--- src/rtl/star_port_arbiter.sv ---
// rtl/star_port_arbiter.sv - wormhole round-robin arbiter for one router output port
module star_port_arbiter #(
    parameter int NUM_IN = 4,
    parameter int FLIT_W = 16
) (
    input  logic                     clk,
    input  logic                     rst,
    input  logic [NUM_IN-1:0]        req,
    input  logic [NUM_IN*FLIT_W-1:0] flit_in,
    output logic [NUM_IN-1:0]        gnt,
    input  logic                     out_ready,
    output logic [FLIT_W-1:0]        flit_out,
    output logic                     valid_out,
    output logic                     busy,
    output logic [2:0]               owner,
    output logic                     proto_err,
    output logic [7:0]               pkt_cnt
);

    localparam logic [0:0] ST_IDLE = 1'b0;
    localparam logic [0:0] ST_BUSY = 1'b1;

    localparam logic [1:0] TY_BODY   = 2'b00;
    localparam logic [1:0] TY_TAIL   = 2'b01;
    localparam logic [1:0] TY_HDR    = 2'b10;
    localparam logic [1:0] TY_SINGLE = 2'b11;

    // Flit type lives in the two top bits of every flit
    function automatic logic [1:0] type_of(input logic [FLIT_W-1:0] f);
        return f[FLIT_W-1 -: 2];
    endfunction

    // Registered state
    logic [0:0]        r_state;
    logic [2:0]        r_owner;
    logic [2:0]        r_rr_ptr;
    logic              r_first;      // next transfer of the open packet is its own header
    logic [FLIT_W-1:0] r_flit_out;
    logic              r_valid_out;
    logic              r_proto_err;
    logic [7:0]        r_pkt_cnt;

    // Combinational helpers
    logic [NUM_IN-1:0] w_is_start;   // flit opens a packet (HDR or SINGLE)
    logic [NUM_IN-1:0] w_is_mid;     // flit continues a packet (BODY or TAIL)
    logic [NUM_IN-1:0] w_cand;
    logic [NUM_IN-1:0] w_rot;
    logic              w_win_found;
    logic [3:0]        w_win_off;
    logic [3:0]        w_win_sum;
    logic [2:0]        w_winner;
    logic              w_owner_req;
    logic [FLIT_W-1:0] w_owner_flit;
    logic [1:0]        w_owner_type;
    logic              w_xfer;
    logic              w_pkt_end;
    logic              w_idle_err;
    logic              w_hdr_err;
    logic [2:0]        w_rr_next;

    // Decode the type of every presented flit
    always_comb begin
        w_is_start = '0;
        w_is_mid   = '0;
        for (int i = 0; i < NUM_IN; i++) begin
            w_is_start[i] = (type_of(flit_in[i*FLIT_W +: FLIT_W]) == TY_HDR) ||
                            (type_of(flit_in[i*FLIT_W +: FLIT_W]) == TY_SINGLE);
            w_is_mid[i]   = (type_of(flit_in[i*FLIT_W +: FLIT_W]) == TY_BODY) ||
                            (type_of(flit_in[i*FLIT_W +: FLIT_W]) == TY_TAIL);
        end
    end

    assign w_cand = req & w_is_start;

    // Rotate candidates so that bit 0 is the input at rr_ptr; the first set bit is the winner
    assign w_rot = NUM_IN'({w_cand, w_cand} >> r_rr_ptr);

    // Find the lowest set bit of the rotated candidate vector
    always_comb begin
        w_win_found = 1'b0;
        w_win_off   = '0;
        for (int i = NUM_IN - 1; i >= 0; i--) begin
            if (w_rot[i]) begin
                w_win_found = 1'b1;
                w_win_off   = 4'(i);
            end
        end
    end

    // Undo the rotation: winner = (rr_ptr + offset) mod NUM_IN
    assign w_win_sum = {1'b0, r_rr_ptr} + w_win_off;
    assign w_winner  = (w_win_sum >= 4'(NUM_IN)) ? 3'(w_win_sum - 4'(NUM_IN)) : 3'(w_win_sum);

    // Select the request and flit of the input holding the port
    always_comb begin
        w_owner_req  = 1'b0;
        w_owner_flit = '0;
        for (int i = 0; i < NUM_IN; i++) begin
            if (r_owner == 3'(i)) begin
                w_owner_req  = req[i];
                w_owner_flit = flit_in[i*FLIT_W +: FLIT_W];
            end
        end
    end

    assign w_owner_type = type_of(w_owner_flit);

    // A flit moves when the owner offers one and the output register is free or draining
    assign w_xfer    = !rst && (r_state == ST_BUSY) && w_owner_req && (!r_valid_out || out_ready);
    assign w_pkt_end = (w_owner_type == TY_TAIL) || (w_owner_type == TY_SINGLE);
    assign w_rr_next = (r_owner == 3'(NUM_IN - 1)) ? 3'd0 : r_owner + 3'd1;

    // Continuation flits offered while nobody owns the port are illegal
    assign w_idle_err = (r_state == ST_IDLE) && |(req & w_is_mid);
    // A header after the packet's own header means the source skipped its tail
    assign w_hdr_err  = w_xfer && (w_owner_type == TY_HDR) && !r_first;

    // One-hot pop strobe towards the owner on every transfer
    always_comb begin
        gnt = '0;
        for (int i = 0; i < NUM_IN; i++) begin
            gnt[i] = w_xfer && (r_owner == 3'(i));
        end
    end

    // Arbitration FSM: IDLE picks a winner, BUSY holds the port until a tail passes
    always_ff @(posedge clk) begin
        if (rst) begin
            r_state  <= ST_IDLE;
            r_owner  <= '0;
            r_rr_ptr <= '0;
            r_first  <= 1'b0;
        end else if (r_state == ST_IDLE) begin
            if (w_win_found) begin
                r_state <= ST_BUSY;
                r_owner <= w_winner;
                r_first <= 1'b1;
            end
        end else if (w_xfer) begin
            r_first <= 1'b0;
            if (w_pkt_end) begin
                r_state  <= ST_IDLE;
                r_rr_ptr <= w_rr_next;
            end
        end
    end

    // Output register: load on transfer, drain when downstream takes it, otherwise hold
    always_ff @(posedge clk) begin
        if (rst) begin
            r_flit_out  <= '0;
            r_valid_out <= 1'b0;
        end else if (w_xfer) begin
            r_flit_out  <= w_owner_flit;
            r_valid_out <= 1'b1;
        end else if (out_ready) begin
            r_valid_out <= 1'b0;
        end
    end

    // Sticky protocol error flag
    always_ff @(posedge clk) begin
        if (rst) begin
            r_proto_err <= 1'b0;
        end else if (w_idle_err || w_hdr_err) begin
            r_proto_err <= 1'b1;
        end
    end

    // Completed packet counter, wraps naturally at 8 bits
    always_ff @(posedge clk) begin
        if (rst) begin
            r_pkt_cnt <= '0;
        end else if (w_xfer && w_pkt_end) begin
            r_pkt_cnt <= r_pkt_cnt + 8'd1;
        end
    end

    assign flit_out  = r_flit_out;
    assign valid_out = r_valid_out;
    assign busy      = (r_state == ST_BUSY);
    assign owner     = r_owner;
    assign proto_err = r_proto_err;
    assign pkt_cnt   = r_pkt_cnt;

endmodule

--- config.mk ---
export PLATFORM = sky130hd
export DESIGN_NAME = star_port_arbiter
export DESIGN_NICKNAME = d
export VERILOG_FILES = /design/src/rtl/star_port_arbiter.sv
export SDC_FILE = /design/constraint.sdc
export NUM_CORES = 1
export LEC_CHECK = 0
export BUFFER_PORTS_ARGS = -buffer_cell sky130_fd_sc_hd__buf_2
export CORE_MARGIN = 3
export CORE_UTILIZATION = 43
export CTS_BUF_LIST = sky130_fd_sc_hd__clkbuf_4
export DETAILED_ROUTE_END_ITERATION = 10
export GPL_TIMING_DRIVEN = 0
export PLACE_DENSITY_LB_ADDON = 0.1
export SYNTH_ARGS = -nofsm -noshare
export SYNTH_HDL_FRONTEND = slang
export SYNTH_SLANG_ARGS = --single-unit
--- constraint.sdc ---
create_clock -name clk -period 2.4 [get_ports clk]
set_input_delay 0.12 -clock clk [delete_from_list [all_inputs] [get_ports clk]]
set_output_delay 0.12 -clock clk [all_outputs]
set_load 0.005 [all_outputs]
==> results.md <==
* Status: finished, final reports clean
* H-tree depth at 2
* Reg2reg path depth at 8
* Footprint of the multi-input gates at 1430 um^2
* Core area at around 4800 um^2
* Crit-path leading delay family: compound AO/OA/AOI/OAI gates
* Global Route met1 Usage at approximately 28%
* Deepest clock path buffer count at 2
* Total wire length at 6950 um
* Crit path buf inv count at 2
* DRC viols at 0
* Slowest-stage cell, CP: or4b_4
* Critical path endpoint category: register
* Synthesized area per cell at 7.76 um^2
* Hold Path Origin: flit_in[55]
* #FFs+latches synth at 34
* Clock Skew at just under 0.008 ns
* R2R Setup Slk at 0.04 ns
* Leakage at 1.32 nW
* Critical Path Max Stage Delay at just under 0.5 ns
* Syn nets at approximately 360
* Gr busiest metal: met2
* Synth unique cells at 46
* Hold worst-path end: flit_out[7]$_SDFFE_PP0N_
* Die W at 77.7 um
* Layout Nets at between 400 and 500
* CP arrival at 2.64 ns
* FFs w/ async S/R, synth at 0%
* Final WS setup at 0.0398 ns
* Total GRT Usage at between 20% and 30%
* Internal power at 1.04 mW
* CP Max Fanout at 10
* Clock buffer count from CTS at 5
* DP Worst Slack at -0.288 ns
* Hold path depth at 3
* Diodes inserted at 0
* Clock power share at a little over a quarter
* First-pass GRT wire length at 10800 um
* WL per Instance at approximately 15 um
* DRT antenna net count at 0
* DP Area at 2810 um^2
* Routability congestion estimate at 0.800
* Max_slew headroom at a little under three fifths
* P_sw at 0.496 mW
* Crit path required time at 2.68 ns
* Min-Delay Path Class: in2reg
* Synth-to-layout area growth at 34.7%
* Final worst path period share at a little over nine tenths
* Reg clk slew, reported paths at 0.11 ns
* Capture point of the worst reg-to-reg path: owner[2]$_SDFFE_PP0P_
* Fraction of layout cells with a size suffix above 1 at 34.5%
* I/O pin cnt at 105
* Pre-antenna DRT Iters at 4
* Met2 GRT Util at 36.8%
* Synth warn at 0
* Fin. max-slew vios at 0
* Number of synthesized flops with an enable pin at 0
* Met3 usage in global routing at around 4.5%
* Sequential share of the synthesized area at between 30 and 40%
* Storage cell area at 688 um^2
* Final HPWL DP at 5290 um
* Total number of vias at 2575
* Clk root buf: clkbuf_4
* # setup viols final at 0
* Overall power at roughly 1.5 mW
* Tightest Pin Transition at 0.650 ns
* Die H at ~78 um
* Cell area after layout at just under 3000 um^2
* Max cap viols at 0
* Via-to-Cell Ratio at 5.55
* Crit Path Class: reg2reg
* RSZ-0062 raised after global routing: true
* CTS Sinks at 34
* Reg-to-Reg Start: r_rr_ptr[0]$_SDFFE_PP0P_
* Fillers at 451
* Pin count of the biggest net entering global routing at 12
* Final hold violations at 0
* Switch share at between 30 and 40%
* Worst vdd ir at slightly above 0.2 mV
* F_max at 424 MHz
* Min Tclk post-route at 2.36 ns
* Worst skew pair latency at 0.35 ns
* Row Count at 25
* Final non-filler cell total at 464
* Most frequent cells in the layout: 105 x buf_2, 30 x dfxtp_1, 28 x nor2b_1, 28 x nor3_1, 19 x a21oi_1
* Antenna violations before repair at 0
* PwrDens at approximately 500 nW/um^2
* Crit-path cells: clkbuf_8 -> a32o_1 -> o21bai_2 -> o31a_1 -> buf_4 -> fa_2 -> or4b_4 -> a21oi_1
* Die area at approximately 6000 um^2
* Number of cells on the critical path at 8
* Mapped cell area at approximately 2200 um^2
* CTS tree: built
* Starting DRT DRC Count at 115
* Vias in the first global route at about 2300
* Initial Utilization at 45.6%
* Hold_ws at 0.104 ns
* Leading cell type in the layout, fill and taps excluded: buf_2
* Port bufs at 103
* Logic gate share of total power at between 30% and 40%
* Overflow after GRT at 0
* Seq pwr share at between 40% and 50%
* Most used DFF post-synth: dfxtp_1
* Cell Count Post-Placement at between 400 and 500
* Nature of the critical path startpoint: register
* Syn Inst Count at about 290
[worst register-to-register path, stage by stage (launching register included)]
cell	delay [ns]
dfxtp_2	0.34
clkbuf_8	0.15
a32o_1	0.23
o21bai_2	0.21
o31a_1	0.26
buf_4	0.14
fa_2	0.35
or4b_4	0.49
a21oi_1	0.12
[what timing repair did]
item / CTS / global route
hold endpoints to repair: 1 / 0
pin swaps: 3 / 3
setup buffers: 1 / 2
hold buffers: 1 / 0
resized for setup: 16 / 13
setup endpoints to repair: 32 / 10
[state kept, by name, summed over array words and instances, names as in the netlist]
register,cells
proto_err,1
r_rr_ptr,3
busy,1
pkt_cnt,8
r_first,1
owner,3
flit_out,16
valid_out,1
[power by group through the flow]
stage / combinational (mW) / clock [mW] / sequential [mW]
2_1_floorplan: 0.294 / 0 / 0.636
5_1_grt: 0.550 / 0.437 / 0.634
4_1_cts: 0.483 / 0.414 / 0.628
3_5_place_dp: 0.467 / 0 / 0.638
6_report: 0.498 / 0.407 / 0.630
3_3_place_gp: 0.463 / 0 / 0.637
[final cells by class]
class                           instances  area share, %
Multi-Input combinational cell        216           48.0
Sequential cell                        34           23.1
Timing Repair Buffer                  107           18.4
Buffer                                 21           3.82
Tap cell                               67           2.81
Inverter                               12           1.51
Clock buffer                            5           1.26
Clock inverter                          2           1.13
[kinds of logic after synthesis]
family | after synthesis | share of synthesized area, %
compound gates | 79 | 24.9
fa+ha+maj | 8 | 4.86
buf+inv | 35 | 6.73
flops | 34 | 30.8
mux | 2 | 0.905
simple gates | 127 | 31.8
[per-layer routing]
metal	up-vias	share of wire [%]
met1	1186	43
li1	1277	-
met4	0	1.0
met3	8	7.6
met5	-	0
met2	104	49
[worst max-delay path by stage]
stage | from | to
6_report | r_rr_ptr[0]$_SDFFE_PP0P_ | owner[2]$_SDFFE_PP0P_
5_1_grt | r_rr_ptr[0]$_SDFFE_PP0P_ | owner[2]$_SDFFE_PP0P_
4_1_cts | r_rr_ptr[0]$_SDFFE_PP0P_ | owner[2]$_SDFFE_PP0P_
3_5_place_dp | r_rr_ptr[0]$_SDFFE_PP0P_ | owner[2]$_SDFFE_PP0P_
3_3_place_gp | r_rr_ptr[0]$_SDFFE_PP0P_ | owner[2]$_SDFFE_PP0P_
2_1_floorplan | r_rr_ptr[0]$_SDFFE_PP0P_ | owner[2]$_SDFFE_PP0P_
[cells in the mapped netlist (all sizes together) (2+ instances only)]
cell | n | area (um^2)
mux2i | 2 | 20.0
or4 | 7 | 52.6
and2 | 5 | 31.3
nand3 | 8 | 40.0
ha | 7 | 87.6
a221oi | 14 | 123
nand2b | 3 | 18.8
o211ai | 2 | 15.0
a211oi | 14 | 105
nand3b | 3 | 35.0
nand4b | 3 | 26.3
nor2b | 28 | 175
o21ai | 11 | 55.1
nor2 | 20 | 75.1
clkbuf | 18 | 67.6
nor3 | 28 | 140
o31ai | 6 | 45.0
a21oi | 19 | 95.1
inv | 12 | 45.0
buf | 5 | 36.3
nand2 | 15 | 56.3
or3 | 2 | 12.5
dfxtp | 34 | 681
[metrics by stage]
step	TNS [ns]	utilization [%]
global placement	-0.792	58.0
CTS	0	60.5
finish	0	61.4
global route	-0.0388	61.4
floorplan	0	-
detailed placement	-2.17	58.0
No activity file was read; power rests on OpenSTA's default activity.
